--- src/rtl/dcache_repair_responder_pkg.sv ---
// Shared constants and FSM encoding for the dCache miss-repair responder.
package dcache_repair_responder_pkg;

  localparam int unsigned BLOCK_BITS      = 1024;
  localparam int unsigned BEAT_BITS       = 128;
  localparam int unsigned BEATS_PER_BLOCK = BLOCK_BITS / BEAT_BITS;

  typedef enum logic [1:0] {
    IDLE,
    ISSUE,
    FILL,
    DELIVER
  } repair_state_t;

endpackage

--- src/rtl/dcache_repair_responder_block_beat_assembler.sv ---
// Places in-order memory response beats into a block buffer and pulses
// o_done one cycle after the last beat of a block lands.
module block_beat_assembler
  import dcache_repair_responder_pkg::*;
#(
  parameter int unsigned BEAT_W = BEAT_BITS,
  parameter int unsigned BEATS  = BEATS_PER_BLOCK
) (
  input  logic                    clk,
  input  logic                    rst_n,
  input  logic                    i_en,
  input  logic                    i_valid,
  input  logic [BEAT_W-1:0]       i_data,
  output logic [BEAT_W*BEATS-1:0] o_block,
  output logic                    o_done
);

  localparam int unsigned CNT_W = $clog2(BEATS);

  logic [CNT_W-1:0]        r_cnt;
  logic [BEAT_W*BEATS-1:0] r_block;
  logic                    r_done;

  // The counter wraps naturally after the last beat, so each block starts at 0.
  always_ff @(posedge clk or negedge rst_n) begin
    if (!rst_n) begin
      r_cnt   <= '0;
      r_block <= '0;
      r_done  <= 1'b0;
    end else begin
      r_done <= 1'b0;
      if (i_en && i_valid) begin
        r_block[r_cnt*BEAT_W +: BEAT_W] <= i_data;
        r_cnt                           <= r_cnt + 1'b1;
        r_done                          <= (r_cnt == CNT_W'(BEATS - 1));
      end
    end
  end

  assign o_block = r_block;
  assign o_done  = r_done;

endmodule

--- src/rtl/dcache_repair_responder.sv ---
// Arbiter-side responder: captures read/write miss repairs, fetches the block
// as beats from the next level and returns it as a one-cycle fill write.
module dcache_repair_responder #(
  parameter int unsigned ADDR_W    = 32,
  parameter int unsigned BLOCK_B   = 7,
  parameter int unsigned BEAT_BITS = 128
) (
  input  logic                      clk,
  input  logic                      rst,
  input  logic                      read_repair_request,
  input  logic [ADDR_W-1:0]         missed_raddr,
  input  logic                      write_repair_request,
  input  logic [ADDR_W-1:0]         missed_waddr,
  output logic                      read_repair_req_acq,
  output logic                      write_repair_req_acq,
  output logic                      repair_resolved,
  output logic [ADDR_W-1:0]         fill_waddr,
  output logic [(8<<BLOCK_B)-1:0]   fill_wdata,
  output logic [(1<<BLOCK_B)-1:0]   fill_wmask,
  output logic                      mem_req_valid,
  input  logic                      mem_req_ready,
  output logic [ADDR_W-1:0]         mem_req_addr,
  input  logic                      mem_resp_valid,
  input  logic [BEAT_BITS-1:0]      mem_resp_data
);

  import dcache_repair_responder_pkg::repair_state_t;
  import dcache_repair_responder_pkg::IDLE;
  import dcache_repair_responder_pkg::ISSUE;
  import dcache_repair_responder_pkg::FILL;
  import dcache_repair_responder_pkg::DELIVER;

  localparam int unsigned BLOCK_W = 8 << BLOCK_B;
  localparam int unsigned BEATS   = BLOCK_W / BEAT_BITS;
  localparam int unsigned CNT_W   = $clog2(BEATS);
  localparam int unsigned OFF_W   = BLOCK_B - CNT_W;
  localparam int unsigned BASE_W  = ADDR_W - BLOCK_B;

  repair_state_t      r_state, w_next;
  logic               r_rv, r_wv;
  logic [BASE_W-1:0]  r_rbase, r_wbase;
  logic               r_rack, r_wack;
  logic [BASE_W-1:0]  r_tgt_base;
  logic               r_tgt_r, r_tgt_w;
  logic [CNT_W-1:0]   r_req_cnt;
  logic               w_issue, w_deliver, w_accept, w_merge, w_start;
  logic               w_fill_done;
  logic [BLOCK_W-1:0] w_block;
  logic               w_unused_lsbs;

  assign w_issue   = (r_state == ISSUE);
  assign w_deliver = (r_state == DELIVER);
  assign w_accept  = w_issue && mem_req_ready;
  assign w_merge   = r_rv && r_wv && (r_rbase == r_wbase);
  assign w_start   = (r_state == IDLE) && (w_next == ISSUE);

  always_ff @(posedge clk or negedge rst) begin
    if (!rst) r_state <= IDLE;
    else      r_state <= w_next;
  end

  always_comb begin
    w_next = r_state;
    unique case (r_state)
      IDLE:    if (r_rv || r_wv) w_next = ISSUE;
      ISSUE:   if (w_accept && (r_req_cnt == CNT_W'(BEATS - 1))) w_next = FILL;
      FILL:    if (w_fill_done) w_next = DELIVER;
      DELIVER: w_next = IDLE;
      default: w_next = IDLE;
    endcase
  end

  // Slots stay occupied through DELIVER, so a held request cannot be
  // re-captured on the same edge that frees its slot.
  always_ff @(posedge clk or negedge rst) begin
    if (!rst) begin
      r_rv    <= 1'b0;
      r_wv    <= 1'b0;
      r_rbase <= '0;
      r_wbase <= '0;
      r_rack  <= 1'b0;
      r_wack  <= 1'b0;
    end else begin
      r_rack <= 1'b0;
      r_wack <= 1'b0;
      if (!r_rv && read_repair_request) begin
        r_rv    <= 1'b1;
        r_rbase <= missed_raddr[ADDR_W-1:BLOCK_B];
        r_rack  <= 1'b1;
      end else if (w_deliver && r_tgt_r) begin
        r_rv <= 1'b0;
      end
      if (!r_wv && write_repair_request) begin
        r_wv    <= 1'b1;
        r_wbase <= missed_waddr[ADDR_W-1:BLOCK_B];
        r_wack  <= 1'b1;
      end else if (w_deliver && r_tgt_w) begin
        r_wv <= 1'b0;
      end
    end
  end

  always_ff @(posedge clk or negedge rst) begin
    if (!rst) begin
      r_tgt_base <= '0;
      r_tgt_r    <= 1'b0;
      r_tgt_w    <= 1'b0;
      r_req_cnt  <= '0;
    end else begin
      if (w_start) begin
        r_tgt_base <= r_rv ? r_rbase : r_wbase;
        r_tgt_r    <= r_rv;
        r_tgt_w    <= !r_rv || w_merge;
      end
      if (w_accept) r_req_cnt <= r_req_cnt + 1'b1;
    end
  end

  block_beat_assembler #(
    .BEAT_W (BEAT_BITS),
    .BEATS  (BEATS)
  ) u_assembler (
    .clk     (clk),
    .rst_n   (rst),
    .i_en    (w_issue || (r_state == FILL)),
    .i_valid (mem_resp_valid),
    .i_data  (mem_resp_data),
    .o_block (w_block),
    .o_done  (w_fill_done)
  );

  assign w_unused_lsbs = ^{missed_raddr[BLOCK_B-1:0], missed_waddr[BLOCK_B-1:0]};

  assign read_repair_req_acq  = r_rack;
  assign write_repair_req_acq = r_wack;
  assign repair_resolved      = w_deliver;
  assign fill_waddr           = w_deliver ? {r_tgt_base, {BLOCK_B{1'b0}}} : '0;
  assign fill_wdata           = w_block;
  assign fill_wmask           = w_deliver ? '1 : '0;
  assign mem_req_valid        = w_issue;
  assign mem_req_addr         = w_issue ? {r_tgt_base, r_req_cnt, {OFF_W{1'b0}}} : '0;

endmodule

--- config.mk ---
export PLATFORM = sky130hd
export DESIGN_NAME = dcache_repair_responder
export DESIGN_NICKNAME = d
export VERILOG_FILES = /design/src/rtl/dcache_repair_responder_pkg.sv /design/src/rtl/dcache_repair_responder_block_beat_assembler.sv /design/src/rtl/dcache_repair_responder.sv
export SDC_FILE = /design/constraint.sdc
export NUM_CORES = 2
export LEC_CHECK = 0
export BUFFER_PORTS_ARGS = -buffer_cell sky130_fd_sc_hd__clkbuf_2
export CAP_MARGIN = 20
export CORE_AREA = 2 2 558 560
export CTS_CLUSTER_SIZE = 30
export DETAILED_ROUTE_END_ITERATION = 6
export DIE_AREA = 0 0 560 562
export GPL_TIMING_DRIVEN = 0
export HOLD_SLACK_MARGIN = 0.1
export MAX_ROUTING_LAYER = met4
export REMOVE_ABC_BUFFERS = 1
export SYNTH_ARGS = -nofsm -noshare
export SYNTH_HDL_FRONTEND = slang
export SYNTH_SLANG_ARGS = --single-unit
--- constraint.sdc ---
create_clock -name clk -period 4.3 [get_ports clk]
set_input_delay 1.29 -clock clk [delete_from_list [all_inputs] [get_ports clk]]
set_output_delay 1.29 -clock clk [all_outputs]
set_load 0.005 [all_outputs]
==> results of run 1 <==
-- stage by stage --
stage          instance area [um^2]  setup TNS (ns)
5_1_grt                       60700               0
4_1_cts                       60700               0
3_5_place_dp                  56200          -47.78
3_3_place_gp                  54200               -
2_1_floorplan                 42100        -5479.03
-- synth_stat cells, types with 2 or more instances --
cell type and count:
a31oi_1 4, and2_1 53, buf_1 11, buf_2 83
buf_4 140, buf_6 7, clkbuf_1 150, dfrtp_1 1114
ha_1 12, inv_1 134, mux2_2 499, mux2i_1 26
nand2_1 642, nand2b_1 2, nand3_1 129, nand4_1 7
nor2_1 8, nor2b_1 3, o21ai_0 404, o21ai_1 7
o31ai_1 142, o31ai_2 53, or4_1 2, xnor2_1 26
-- logic make-up after synthesis --
kind of cell,synth area share (%)
AND/OR/NAND/NOR,8.12
multiplexers,13.3
buffers and inverters,6.01
XOR/XNOR,0.515
AO/OA/AOI/OAI,8.70
other,0.00848
adder cells (fa/ha/maj),0.339
flip-flops,63.0
-- metal layers --
| layer | global-route usage, % |
|---|---|
| met4 | 4.53 |
| met3 | 4.71 |
| met5 | - |
| met2 | 21.5 |
| met1 | 15.3 |
-- timing repair --
| item | CTS | global route |
|---|---|---|
| buffers inserted | 7 | 0 |
| hold buffers | 0 | 0 |
| setup endpoints to repair | 154 | 0 |
| resized for setup | 1 | 0 |
==> impl_results.md, run 1 <==
* Dominant synthesized flop cell: dfrtp_1
* IO Pins at approximately 1,400
* Yosys cell types at 41
* Number of global-route vias before repair at approximately 33,000
* First-pass GRT wire length at between 200 and 300 mm
* Largest net degree at the start of global routing at 110
* Post-synth EDFFs at 0
* Gate Count Post-Synth at around 3,700
* Syn Area/Cell at ~12 um^2
* Pre-CTS setup slack at -0.692 ns
* Seq/Total Area, Yosys at about 63%
* Synthesized flop and latch total at 1,114
* Synth Warn # at 0
* Die width at roughly 560 um
* Gr usage total at 13.3%
* Post-synth top area cell: dfrtp_1
* Status: stopped before the end
* Port Buffers at 1,392
* HPWL after DPL at 167 mm
* Root buf cell: clkbuf_16
* CTS H-tree lvls at 4
* Cells after DPL at around 9,000
* Synth top area share at 63.0%
* TritonCTS Sinks at about 1,100
* Max Root-Sink Buffers at 4
* Initial antenna violation count at 59
* Log Error: [ERROR DRT-0255] Maze Route cannot find path of net clk in worker of routeBox ( 531300 386400 ) ( 560000 434700 ).
* Ys async rst share at between 90% and 100%
* Die H at around 560 um
* Global route overflow at 0
* Post-Syn Area at roughly 0.044 mm^2
* Synth top area cells: dfrtp_1 (63%), mux2_2 (13%), nand2_1 (5.4%), o21ai_0 (4.6%), o31ai_1 (2.4%)
* Stopped at: 5_2_route
* Final Wtd Congestion at 0.822
* CTS Buf Count at between 100 and 150
* Initial core utilization at between 10% and 20%
* Row count at 204
==> inputs of run 2 (changes only) <==
- CORE_AREA: 2 2 558 560 -> 2 2 555 557
- CTS_CLUSTER_SIZE: 30 -> unset
- DIE_AREA: 0 0 560 562 -> 0 0 557 559
- HOLD_SLACK_MARGIN: 0.1 -> unset
- MAX_ROUTING_LAYER: met4 -> unset
- PLACE_DENSITY_LB_ADDON: unset -> 0.15
- clock period: 4.3 -> 5.6 ns (I/O delays scaled with it)
==> run 2 against run 1 <==
Against the previous run:
- global-route usage up 0.27 points
- synthesized area unchanged
- synthesized cell count unchanged
- the run now ends clean
==> impl_results.md, run 2 <==
* Status: finished, final reports clean
* Post-Syn Area at 0.0442 mm^2 (unchanged)
* RSZ-0062 raised after global routing: false
* Ys async rst share at 100% (unchanged)
* Dominant synthesized flop cell: dfrtp_1
* Sw Share at 38.8%
* Skew final at about 0.05 ns
* Final Wtd Congestion at 0.746 (-9.3%)
* Drt drc at 0
* Switching pwr at approximately 15,000 uW
* Final worst-path setup slack at between 0.5 and 0.6 ns
* Number of DRC markers in iteration 0 at roughly 1,900
* First-pass detailed-route iteration total at 5
* Crit-path cells: inv_2, ha_1, ha_1, nand2b_4, nor3b_2, buf_8, buf_8, buf_6, buf_8, buf_6, buf_6, buf_6, mux2_2
* CP endpoint kind: register
* Sequential Power Share at 35.8%
* Crit path max fanout at 33
* Worst skew pair latency at ~0.83 ns
* ANT nets after route at 0
* Clk pin slew, worst setup/hold paths at 0.06 ns
* Share of layout cells above drive strength 1 at 45.5%
* Synth top cells by count: dfrtp_1 (1,114), nand2_1 (642), mux2_2 (499)
* Reg2reg end: u_assembler.o_block[813]
* Final setup vio count at 0
* Gr usage total at 13.6% (+0.27 points)
* Final WL at ~220 mm
* Overall Power at between 30,000 and 40,000 uW
* WHS Endpoint: r_wv
* Largest register FFs at 1,024
* DR WL/cell at ~24 um
* Row count at 203 (-0.49%)
* Reg-to-reg slack, setup at around 0.54 ns
* WHS Path Cells at 1
* PwrDens at 615 mW/mm^2
* TritonCTS Sinks at 1,114 (unchanged)
* Worst min-delay path startpoint: r_tgt_w
* Final-report hold violation count at 0
* Slew Limit Fails at 0
* Yosys cell types at 41 (unchanged)
* Worst Setup SP: u_assembler.r_cnt[0]
* Core Footprint at 0.305 mm^2
* CTS Buf Count at 156 (+16%)
* Global route overflow at 0 (unchanged)
* Max Root-Sink Buffers at 4 (unchanged)
* DR vias/cell at between 3 and 4
* VDD IR max at between 0.3 and 0.4 mV
* Gate Count Post-Synth at 3,675 (unchanged)
* Most common cell after layout, fill and taps aside: clkbuf_2
* Port Buffers at 1,392 (unchanged)
* HPWL after DPL at 165 mm (-1.1%)
* Pre-CTS setup slack at 0.437 ns (+1.13 ns)
* Clock power share at 26.6%
* Die width at 557 um (-0.54%)
* Tcrit/Tclk final at about 90%
* Crit path max-delay cell type: nor3b_2
* Largest net degree at the start of global routing at 104 (-5.5%)
* Via count at between 30,000 and 40,000
* Min cycle time layout at roughly 5 ns
* Max incr delay on CP at 0.99 ns
* Most frequent CP cell: buf_6
* Worst Max-Slew Pin Slew at about 1 ns
* Synth top area cells: dfrtp_1 (63%), mux2_2 (13%), nand2_1 (5.4%), o21ai_0 (4.6%), o31ai_1 (2.4%)
* Synthesized flop and latch total at 1,114 (unchanged)
* Seq/Total Area, Yosys at 63.0% (unchanged)
* Smallest hold slack at roughly 0.45 ns
* Root buf cell: clkbuf_16
* Worst reg2reg path depth at 13
* Post-CTS Hold Buffers at 0 (unchanged)
* Die H at 559 um (-0.53%)
* Initial core utilization at 14.5% (+0.15 points)
* IO Pins at 1,418 (unchanged)
* First-pass GRT wire length at 299 mm (+5.3%)
* Synth top area share at 63.0% (unchanged)
* Most common cell in the netlist: dfrtp_1
* Worst EP arrival at 5.73 ns
* Max Freq at around 200 MHz
* CTS H-tree lvls at 4 (unchanged)
* Initial antenna violation count at 36 (-39%)
* CP Class: reg2reg
* Post-cts resize count at 0 (-1)
* Number of global-route vias before repair at 34,200 (+3.1%)
* Tightest Hold Check Type: reg2reg
* R2R Path Start: u_assembler.r_cnt[0]
* Worst path required time at between 6 and 7 ns
* Maxcap violations at 0
* Postcts setup bufs at 0 (-7)
* Pleak at between 0.02 and 0.03 uW
* Net count, final at approximately 5,200
* Cell Int Power at approximately 23,000 uW
* Syn Area/Cell at 12.0 um^2 (unchanged)
* Slew HR at slightly above 30%
* Area growth syn-to-layout at 39.3%
* Most frequent cells in the layout: clkbuf_2 (1,391), dfrtp_1 (1,112), nand2_1 (642)
* Layout Utilization at between 20% and 30%
* Post-synth EDFFs at 0 (unchanged)
* Full die area at roughly 0.31 mm^2
* Startpoint Class: register
* Part of the power in combinational logic at between 30% and 40%
* Post-synth top area cell: dfrtp_1
* Synth Warn # at 0 (unchanged)
* CTS tree: yes
==> run 2: through the flow <==
stage	std cells	cell area (um^2)	setup TNS [ns]
floorplan	3294	42100	-4005.07
global placement	8786	54200	-
detailed placement	8896	56500	0
CTS	9169	61600	0
global route	9170	61600	0
finish	9178	61600	0
==> run 2: power groups by stage <==
stage	Sequential (uW)	Clock, uW	Combinational (uW)
after floorplan	13600	0	5300
after global placement	13800	0	13400
after detailed placement	13700	0	14800
after CTS	13600	10500	14800
after global routing	14000	10800	15600
final	13600	10100	14200
==> run 2: per-layer routing <==
layer  up-vias  global-route usage (%)  share of wire [%]
met1     16500                    15.3                 39
met2      1244                    23.4                 49
met5         -                       0              0.034
li1      14900                       -                  -
met3       268                    5.61                9.8
met4        12                    3.90                3.0
==> run 2: cells by family (layout without fill, tap and decap cells) <==
group,after synthesis,after routing,synth area share (%)
DFF,1114,1114,63.0
buffers and inverters,526,1910,6.01
and+or+nand+nor,856,856,8.12
adders and majority gates,12,12,0.339
AOI/OAI and AO/OA,615,615,8.70
xor gates and xnor gates,26,26,0.515
muxes,525,525,13.3
other,1,20,0.00848
==> run 2: how the worst max path moves through the flow <==
stage / slack, ns / to / depth (start not counted)
2_1_floorplan: -9.37 / u_assembler.o_block[768] / 6
3_3_place_gp: -49.99 / u_assembler.o_block[835] / 6
3_5_place_dp: 0.44 / u_assembler.o_block[813] / 13
4_1_cts: 0.38 / u_assembler.o_block[813] / 13
5_1_grt: 0.31 / u_assembler.o_block[813] / 13
6_report: 0.54 / u_assembler.o_block[813] / 13
==> run 2: area by class of cell <==
| type | count | area, um^2 |
|---|---|---|
| Clock inverter | 40 | 515 |
| Sequential cell | 1114 | 27900 |
| Tap cell | 4100 | 5130 |
| Antenna cell | 9 | 22.5 |
| Multi-Input combinational cell | 2045 | 13800 |
| Fill cell | 33400 | 243000 |
| Timing Repair Buffer | 1502 | 9140 |
| Clock buffer | 233 | 4590 |
| Inverter | 135 | 507 |
==> run 2: critical path, delay by kind of cell, from the launching register on <==
kind	cells	cell delay (ns)
adders and majority gates	2	0.65
buffers and inverters	8	1.44
DFF	1	0.88
muxes	1	0.34
and+or+nand+nor	2	1.51
Power figures use the tool's default switching activity.
